===== src/rtl/univ_shift_reg_pkg.sv =====
// rtl/univ_shift_reg_pkg.sv - mode constants and FSM encoding for univ_shift_reg
package univ_shift_reg_pkg;

   localparam logic [1:0] MODE_HOLD = 2'b00;
   localparam logic [1:0] MODE_SHR  = 2'b01;
   localparam logic [1:0] MODE_SHL  = 2'b10;
   localparam logic [1:0] MODE_LOAD = 2'b11;

   typedef enum logic {
      ST_IDLE  = 1'b0,
      ST_SHIFT = 1'b1
   } state_t;

endpackage


===== src/rtl/univ_shift_reg_ctrl.sv =====
// rtl/univ_shift_reg_ctrl.sv - sequencing FSM: issues load/shift enables, tracks count, busy and done
module univ_shift_reg_ctrl
   import univ_shift_reg_pkg::*;
#(
   parameter int WIDTH     = 4,
   parameter int LSB_FIRST = 1
) (
   input  logic       clk,
   input  logic       reset_n,
   input  logic [1:0] i_mode,
   input  logic       i_start,
   output logic       o_load,
   output logic       o_shr,
   output logic       o_shl,
   output logic       o_busy,
   output logic       o_done
);

   localparam int CW = $clog2(WIDTH);
   localparam logic [CW-1:0] LAST = CW'(WIDTH - 1);

   state_t          r_state;
   state_t          w_next_state;
   logic [CW-1:0]   r_count;
   logic [CW-1:0]   w_next_count;

   always_ff @(posedge clk or negedge reset_n) begin
      if (!reset_n) begin
         r_state <= ST_IDLE;
         r_count <= '0;
      end else begin
         r_state <= w_next_state;
         r_count <= w_next_count;
      end
   end

   always_comb begin
      w_next_state = r_state;
      w_next_count = r_count;
      case (r_state)
         ST_IDLE: begin
            if (i_start) begin
               w_next_state = ST_SHIFT;
               w_next_count = '0;
            end
         end
         ST_SHIFT: begin
            // The edge leaving the last count still shifts; it also returns to IDLE.
            if (r_count == LAST) begin
               w_next_state = ST_IDLE;
               w_next_count = '0;
            end else begin
               w_next_count = r_count + 1'b1;
            end
         end
         default: w_next_state = ST_IDLE;
      endcase
   end

   always_comb begin
      o_load = 1'b0;
      o_shr  = 1'b0;
      o_shl  = 1'b0;
      o_busy = (r_state == ST_SHIFT);
      o_done = (r_state == ST_SHIFT) && (r_count == LAST);
      case (r_state)
         ST_IDLE: begin
            if (i_start) begin
               o_load = 1'b1;
            end else begin
               case (i_mode)
                  MODE_SHR:  o_shr  = 1'b1;
                  MODE_SHL:  o_shl  = 1'b1;
                  MODE_LOAD: o_load = 1'b1;
                  default:   o_load = 1'b0;
               endcase
            end
         end
         ST_SHIFT: begin
            if (LSB_FIRST != 0) o_shr = 1'b1;
            else                o_shl = 1'b1;
         end
         default: o_load = 1'b0;
      endcase
   end

endmodule


===== src/rtl/univ_shift_reg.sv =====
// rtl/univ_shift_reg.sv - universal shift register with auto-serialise; optional rotate via UNIV_SHIFT_REG_ROTATE_EN
module univ_shift_reg
   import univ_shift_reg_pkg::*;
#(
   parameter int WIDTH     = 4,
   parameter int LSB_FIRST = 1
) (
   input  logic             clk,
   input  logic             reset_n,
   input  logic [1:0]       mode,
   input  logic             sin_msb,
   input  logic             sin_lsb,
   input  logic [WIDTH-1:0] pdi,
   input  logic             start,
   input  logic             rot,
   output logic [WIDTH-1:0] pdo,
   output logic             sout_lsb,
   output logic             sout_msb,
   output logic             busy,
   output logic             done
);

   logic [WIDTH-1:0] r_q;
   logic             w_load;
   logic             w_shr;
   logic             w_shl;
   logic             w_fill_msb;
   logic             w_fill_lsb;

   univ_shift_reg_ctrl #(
      .WIDTH     (WIDTH),
      .LSB_FIRST (LSB_FIRST)
   ) u_ctrl (
      .clk     (clk),
      .reset_n (reset_n),
      .i_mode  (mode),
      .i_start (start),
      .o_load  (w_load),
      .o_shr   (w_shr),
      .o_shl   (w_shl),
      .o_busy  (busy),
      .o_done  (done)
   );

`ifdef UNIV_SHIFT_REG_ROTATE_EN
   // Rotation refills each end from the bit leaving the opposite end.
   assign w_fill_msb = rot ? r_q[0]       : sin_msb;
   assign w_fill_lsb = rot ? r_q[WIDTH-1] : sin_lsb;
`else
   logic w_unused_rot;
   assign w_unused_rot = rot;
   assign w_fill_msb   = sin_msb;
   assign w_fill_lsb   = sin_lsb;
`endif

   always_ff @(posedge clk or negedge reset_n) begin
      if (!reset_n) begin
         r_q <= '0;
      end else if (w_load) begin
         r_q <= pdi;
      end else if (w_shr) begin
         r_q <= {w_fill_msb, r_q[WIDTH-1:1]};
      end else if (w_shl) begin
         r_q <= {r_q[WIDTH-2:0], w_fill_lsb};
      end
   end

   assign pdo      = r_q;
   assign sout_lsb = r_q[0];
   assign sout_msb = r_q[WIDTH-1];

endmodule


===== config.mk =====
export PLATFORM = sky130hd
export DESIGN_NAME = univ_shift_reg
export DESIGN_NICKNAME = d
export VERILOG_FILES = /design/src/rtl/univ_shift_reg_pkg.sv /design/src/rtl/univ_shift_reg_ctrl.sv /design/src/rtl/univ_shift_reg.sv
export SDC_FILE = /design/constraint.sdc
export NUM_CORES = 1
export LEC_CHECK = 0
export BUFFER_PORTS_ARGS = -buffer_cell sky130_fd_sc_hd__buf_2
export CELL_PAD_IN_SITES_DETAIL_PLACEMENT = 1
export CELL_PAD_IN_SITES_GLOBAL_PLACEMENT = 1
export CORE_MARGIN = 1.5
export CORE_UTILIZATION = 31
export DETAILED_ROUTE_END_ITERATION = 10
export PLACE_DENSITY_LB_ADDON = 0.1
export SYNTH_ARGS = -nofsm -noshare
export SYNTH_HDL_FRONTEND = slang
export SYNTH_HIERARCHICAL = 1
export SYNTH_SLANG_ARGS = --single-unit

===== constraint.sdc =====
create_clock -name clk -period 1.6 [get_ports clk]
set_input_delay 0.08 -clock clk [delete_from_list [all_inputs] [get_ports clk]]
set_output_delay 0.08 -clock clk [all_outputs]
set_load 0.02 [all_outputs]

Word level (Yosys, flattened, before mapping)

Index checks and enable logic that the tools add are counted.

Output and inout bits: 8
Input port bits: 12
Word-level logic and storage cells: 30
Register bits after elaboration: 7

Reduce and logical (&&, ||, !) cells: 2
Muxes and demuxes: 18
$add $sub $neg: 1
Bitwise operators: 1
Eq/ne operators: 5

Operator list:

| kind                                                            | count |
|---|---|
| 4-bit two-way mux                                               | 3 |
| 1-bit two-way mux                                               | 9 |
| 2-bit == test, second input constant                            | 3 |
| 1-bit one-hot mux with 2 select lines                           | 3 |
| 2-bit two-way mux                                               | 2 |
| 2-bit one-hot mux with 2 select lines                           | 1 |
| 3-bit nonzero test                                              | 1 |
| 2-bit by 1-bit adder with 2-bit output, second input constant   | 1 |
| 2-bit by 1-bit == test with 1-bit output, second input constant | 1 |
| 2-bit inequality test, second input constant                    | 1 |
| 1-bit logical AND                                               | 1 |
| 1-bit NOT                                                       | 1 |

Depth between registers and ports, before layout

Depth after elaboration: 7
Depth in mapped cells: 5
Mapped depth without buffers: 4

Cells and area by module

Netlist, hierarchy kept.

Modules (own cells, without submodules):

| module              | area each (um2) | instances | sequential area each (um2) | cells each |
|---|---|---|---|---|
| univ_shift_reg      | 249.0           | 1         | 100.1                      | 25 |
| univ_shift_reg_ctrl | 178.9           | 1         | 75.1                       | 18 |

Worst setup path before layout

No wires, ideal clock.

Path kind: register to register
Start point: reg u_ctrl.r_state (netlist: u_ctrl/o_busy)
End point: reg r_q[2] (netlist: pdo[2])
Slack: 0.124 ns
Buffers on the path: 2
Required time: 1.496 ns
Library setup time: 0.104 ns
Stages on the path, launching flop included: 6
Period minus slack after synthesis: 1.476 ns
Arrival time: 1.372 ns
Cells stage by stage: dfrtp_1 buf_6 nor4_1 clkbuf_2 mux2i_1 a221oi_1

Elaborated cells on any way between the ends: 7
Classes of those cells: 5 x mux; 1 x bitwise; 1 x reduce/logical

RTL lines:

| item                                      | line                      | text |
|---|---|---|
| start: declaration                        | univ_shift_reg_ctrl.sv:22 | `state_t r_state;` |
| start signal: assignment                  | univ_shift_reg_ctrl.sv:32 | `r_state <= w_next_state;` |
| 1-bit NOT                                 | n/a                       |  |
| 1-bit one-hot mux with 2 select lines (*) | univ_shift_reg_ctrl.sv:66 | `case (r_state)` |
| named net w_shl                           | univ_shift_reg.sv:26      | `logic w_shl;` |
| 3-bit nonzero test (no source line) (*)   | n/a                       |  |
| end signal: assignment                    | univ_shift_reg.sv:60      | `r_q <= pdi;` |
| end signal: assignment                    | univ_shift_reg.sv:62      | `r_q <= {w_fill_msb, r_q[WIDTH-1:1]};` |
| end signal: assignment                    | univ_shift_reg.sv:64      | `r_q <= {r_q[WIDTH-2:0], w_fill_lsb};` |
| end: declaration                          | univ_shift_reg.sv:23      | `logic [WIDTH-1:0] r_q;` |

The timed path passes the listed nets; every way through them passes the cells marked *.
A chain may end at the register's enable or synchronous reset.

Final worst setup path

Start point: reg u_ctrl.r_state (netlist: u_ctrl/o_busy)
End point: reg r_q[3] (netlist: pdo[3])

Same word-level chain as after synthesis.

==> out/qor.txt <==
Outcome = complete, no violations
Async S/R FF share, synth = 100%
Worst-margin pin slew = 0.342 ns
Crit path from = u_ctrl/o_busy
Critical path type = flip-flop to flip-flop
Most used DFF post-synth = dfrtp_1
Max-cap violations = 0
Total track usage = 15.0%
P_leak = 0.272 nW
Synth area leader = dfrtp_1
Hold_buf cts = 1
Post-CTS resize count = 0
Period utilisation layout = 90.5%
Yosys cell types = 20
Hold endpoint = pdo[2]
Number of synthesized flops with an enable pin = 0
Area Growth Syn to Fin = 30.7%
Starting Density = 32.9%
Post-synthesis cell count = 43
Synth warn = 6
Internal cell power = 0.612 mW
ANT cells = 0
Hold depth = 3
Minimum clock period = 1.45 ns
Clock Sinks = 7
Number of nets in the layout = 78
Setup_tns = 0 ns
Clock Latency Late Sink = 0.25 ns
Routed WL per cell = 13.5 um
Yosys reg bits = 7
Core ar. = 1300 sq um
Initial antenna violation count = 0
CTS tree = built
R2r setup slk = 0.15 ns
Final ANT Viol Nets = 0
Max-slew violations = 0
Share of layout cells above drive strength 1 = 42.2%
Gate power share = 52.9%
Synth top area share = 40.9%
IO Port Bufs = 18
Count leader, synth = dfrtp_1
Final hold slack = 0.0798 ns
RSZ-0062 raised after global routing = false
Syn avg cell area = 9.95 sq um
Syn nets = 56
First-pass GRT wire length = 1.52 mm
Hold Crit Class = input port to flip-flop
Root buf cell = clkbuf_4
Via count = 394
Crit Path Max Fanout = 4
Total grt overflow = 0
Peak VDD IR = 0.000609 V
1st-pass router iterations = 1
Post-synth top cells = dfrtp_1, inv_1, a221oi_1, mux2i_1, nor3b_1
P per Cell Area = 1920 nW/um^2
Kind of end point of the critical path = flip-flop
Die W = 40.2 um
Number of global-route vias before repair = 358
Clk buf depth = 2
Fmax = 0.691 GHz
Startpoint Class = flip-flop
I/O pins = 20
Fin. Hold Viols = 0
Half-perimeter wire length after placement = 856 um
FF-to-FF Start = u_ctrl/o_busy
Reg-to-reg endpoint = pdo[3]
Final Wtd Congestion = 0.690
DRC = 0
Core Rows = 13
Sequential group share of total power = 32.0%
R2R depth = 4
Sequential fraction of the synthesis area = 40.9%
Final setup vio count = 0
Setup Buffers After CTS = 0
Inserted Clock Buffers = 3
Cell area after synthesis = 428 sq um
First DRT Iteration DRCs = 0
Largest net degree at the start of global routing = 9
Switching share of power = 43.0%
Hold wc startpoint = pdi[2]
Slew HR = 77.0%
Vias/cell = 4.99
Die H = 40.2 um
Crit path DAT = 1.59 ns
Sw power = 0.462 mW
Largest cells by area after synthesis = dfrtp_1, mux2i_1, a221oi_1, nor3b_1, inv_1
Clk pwr share = 15.0%
H-tree depth = 1
Clk_skew = 0.00361 ns
Worst EP required = 1.74 ns
Final wirelength = 1.07 mm
CTS clk-pin slew, worst paths = 0.05 ns
Die Area = 1610 sq um
## kinds of logic after synthesis
family / Yosys count / synth area share, %
buffers and inverters: 11 / 13.7
and+or+nand+nor: 11 / 16.4
AOI/OAI and AO/OA: 9 / 16.7
DFF: 7 / 40.9
muxes: 4 / 9.36
adders and majority gates: 1 / 2.92
## cell type report
type | count | area [sq um]
Multi-Input combinational cell | 25 | 194
Timing Repair Buffer | 22 | 123
Sequential cell | 7 | 175
Inverter | 6 | 22.5
Fill cell | 169 | 742
Tap cell | 15 | 18.8
Clock buffer | 4 | 26.3
## layout by cell type, fill, tap and decap left out, types with 3 or more instances in the layout
| master | netlist | layout |
|---|---|---|
| dfrtp_1 | 7 | 7 |
| nor2_1 | 3 | 3 |
| a221oi_1 | 4 | 4 |
| mux2i_1 | 4 | 4 |
| buf_2 | 1 | 18 |
| inv_1 | 6 | 6 |
| nor3b_1 | 4 | 4 |
| buf_4 | 2 | 3 |
| clkbuf_4 | 0 | 3 |
## state kept, by name (all words and copies together) (netlist names)
name            cells
u_ctrl/o_busy       1
pdo                 4
u_ctrl/r_count      2
## power groups by stage
| stage | clock [mW] | combinational, mW | sequential, mW |
|---|---|---|---|
| after global placement | 0 | 0.551 | 0.338 |
| after CTS | 0.172 | 0.580 | 0.344 |
| final | 0.161 | 0.568 | 0.344 |
| after floorplan | 0 | 0.366 | 0.408 |
| after global routing | 0.179 | 0.628 | 0.358 |
| after detailed placement | 0 | 0.574 | 0.347 |
## worst max-delay path by stage
stage | slack (ns) | endpoint | depth (start not counted)
6_report | 0.15 | pdo[3] | 4
5_1_grt | 0.06 | pdo[3] | 4
4_1_cts | 0.11 | pdo[3] | 4
3_5_place_dp | 0.12 | pdo[3] | 4
3_3_place_gp | 0.27 | pdo[3] | 4
2_1_floorplan | 0.12 | pdo[2] | 5
## worst max-delay path, cell delays in order, from the launching register on
cell	delay, ns
dfrtp_1	0.40
nor4_1	0.38
buf_4	0.22
mux2i_1	0.08
a221oi_1	0.27
## per-layer routing
| layer | vias to the layer above | part of all wire, % | track usage [%] |
|---|---|---|---|
| met4 | 0 | 0 | 10.3 |
| met5 | - | 0 | 0 |
| li1 | 193 | - | - |
| met2 | 11 | 52 | 25.0 |
| met1 | 190 | 42 | 17.9 |
| met3 | 0 | 5.6 | 1.67 |
## metrics by stage
stage,instances,utilization [%],worst slack (ns),power [mW],area [sq um]
floorplan,43,-,0.124,0.774,428
finish,79,43.0,0.152,1.07,559
detailed placement,74,40.2,0.117,0.921,523
global route,79,43.0,0.0586,1.17,559
CTS,79,43.0,0.106,1.10,559
global placement,74,40.2,0.271,0.889,523
(Power assumes the default switching activity.)
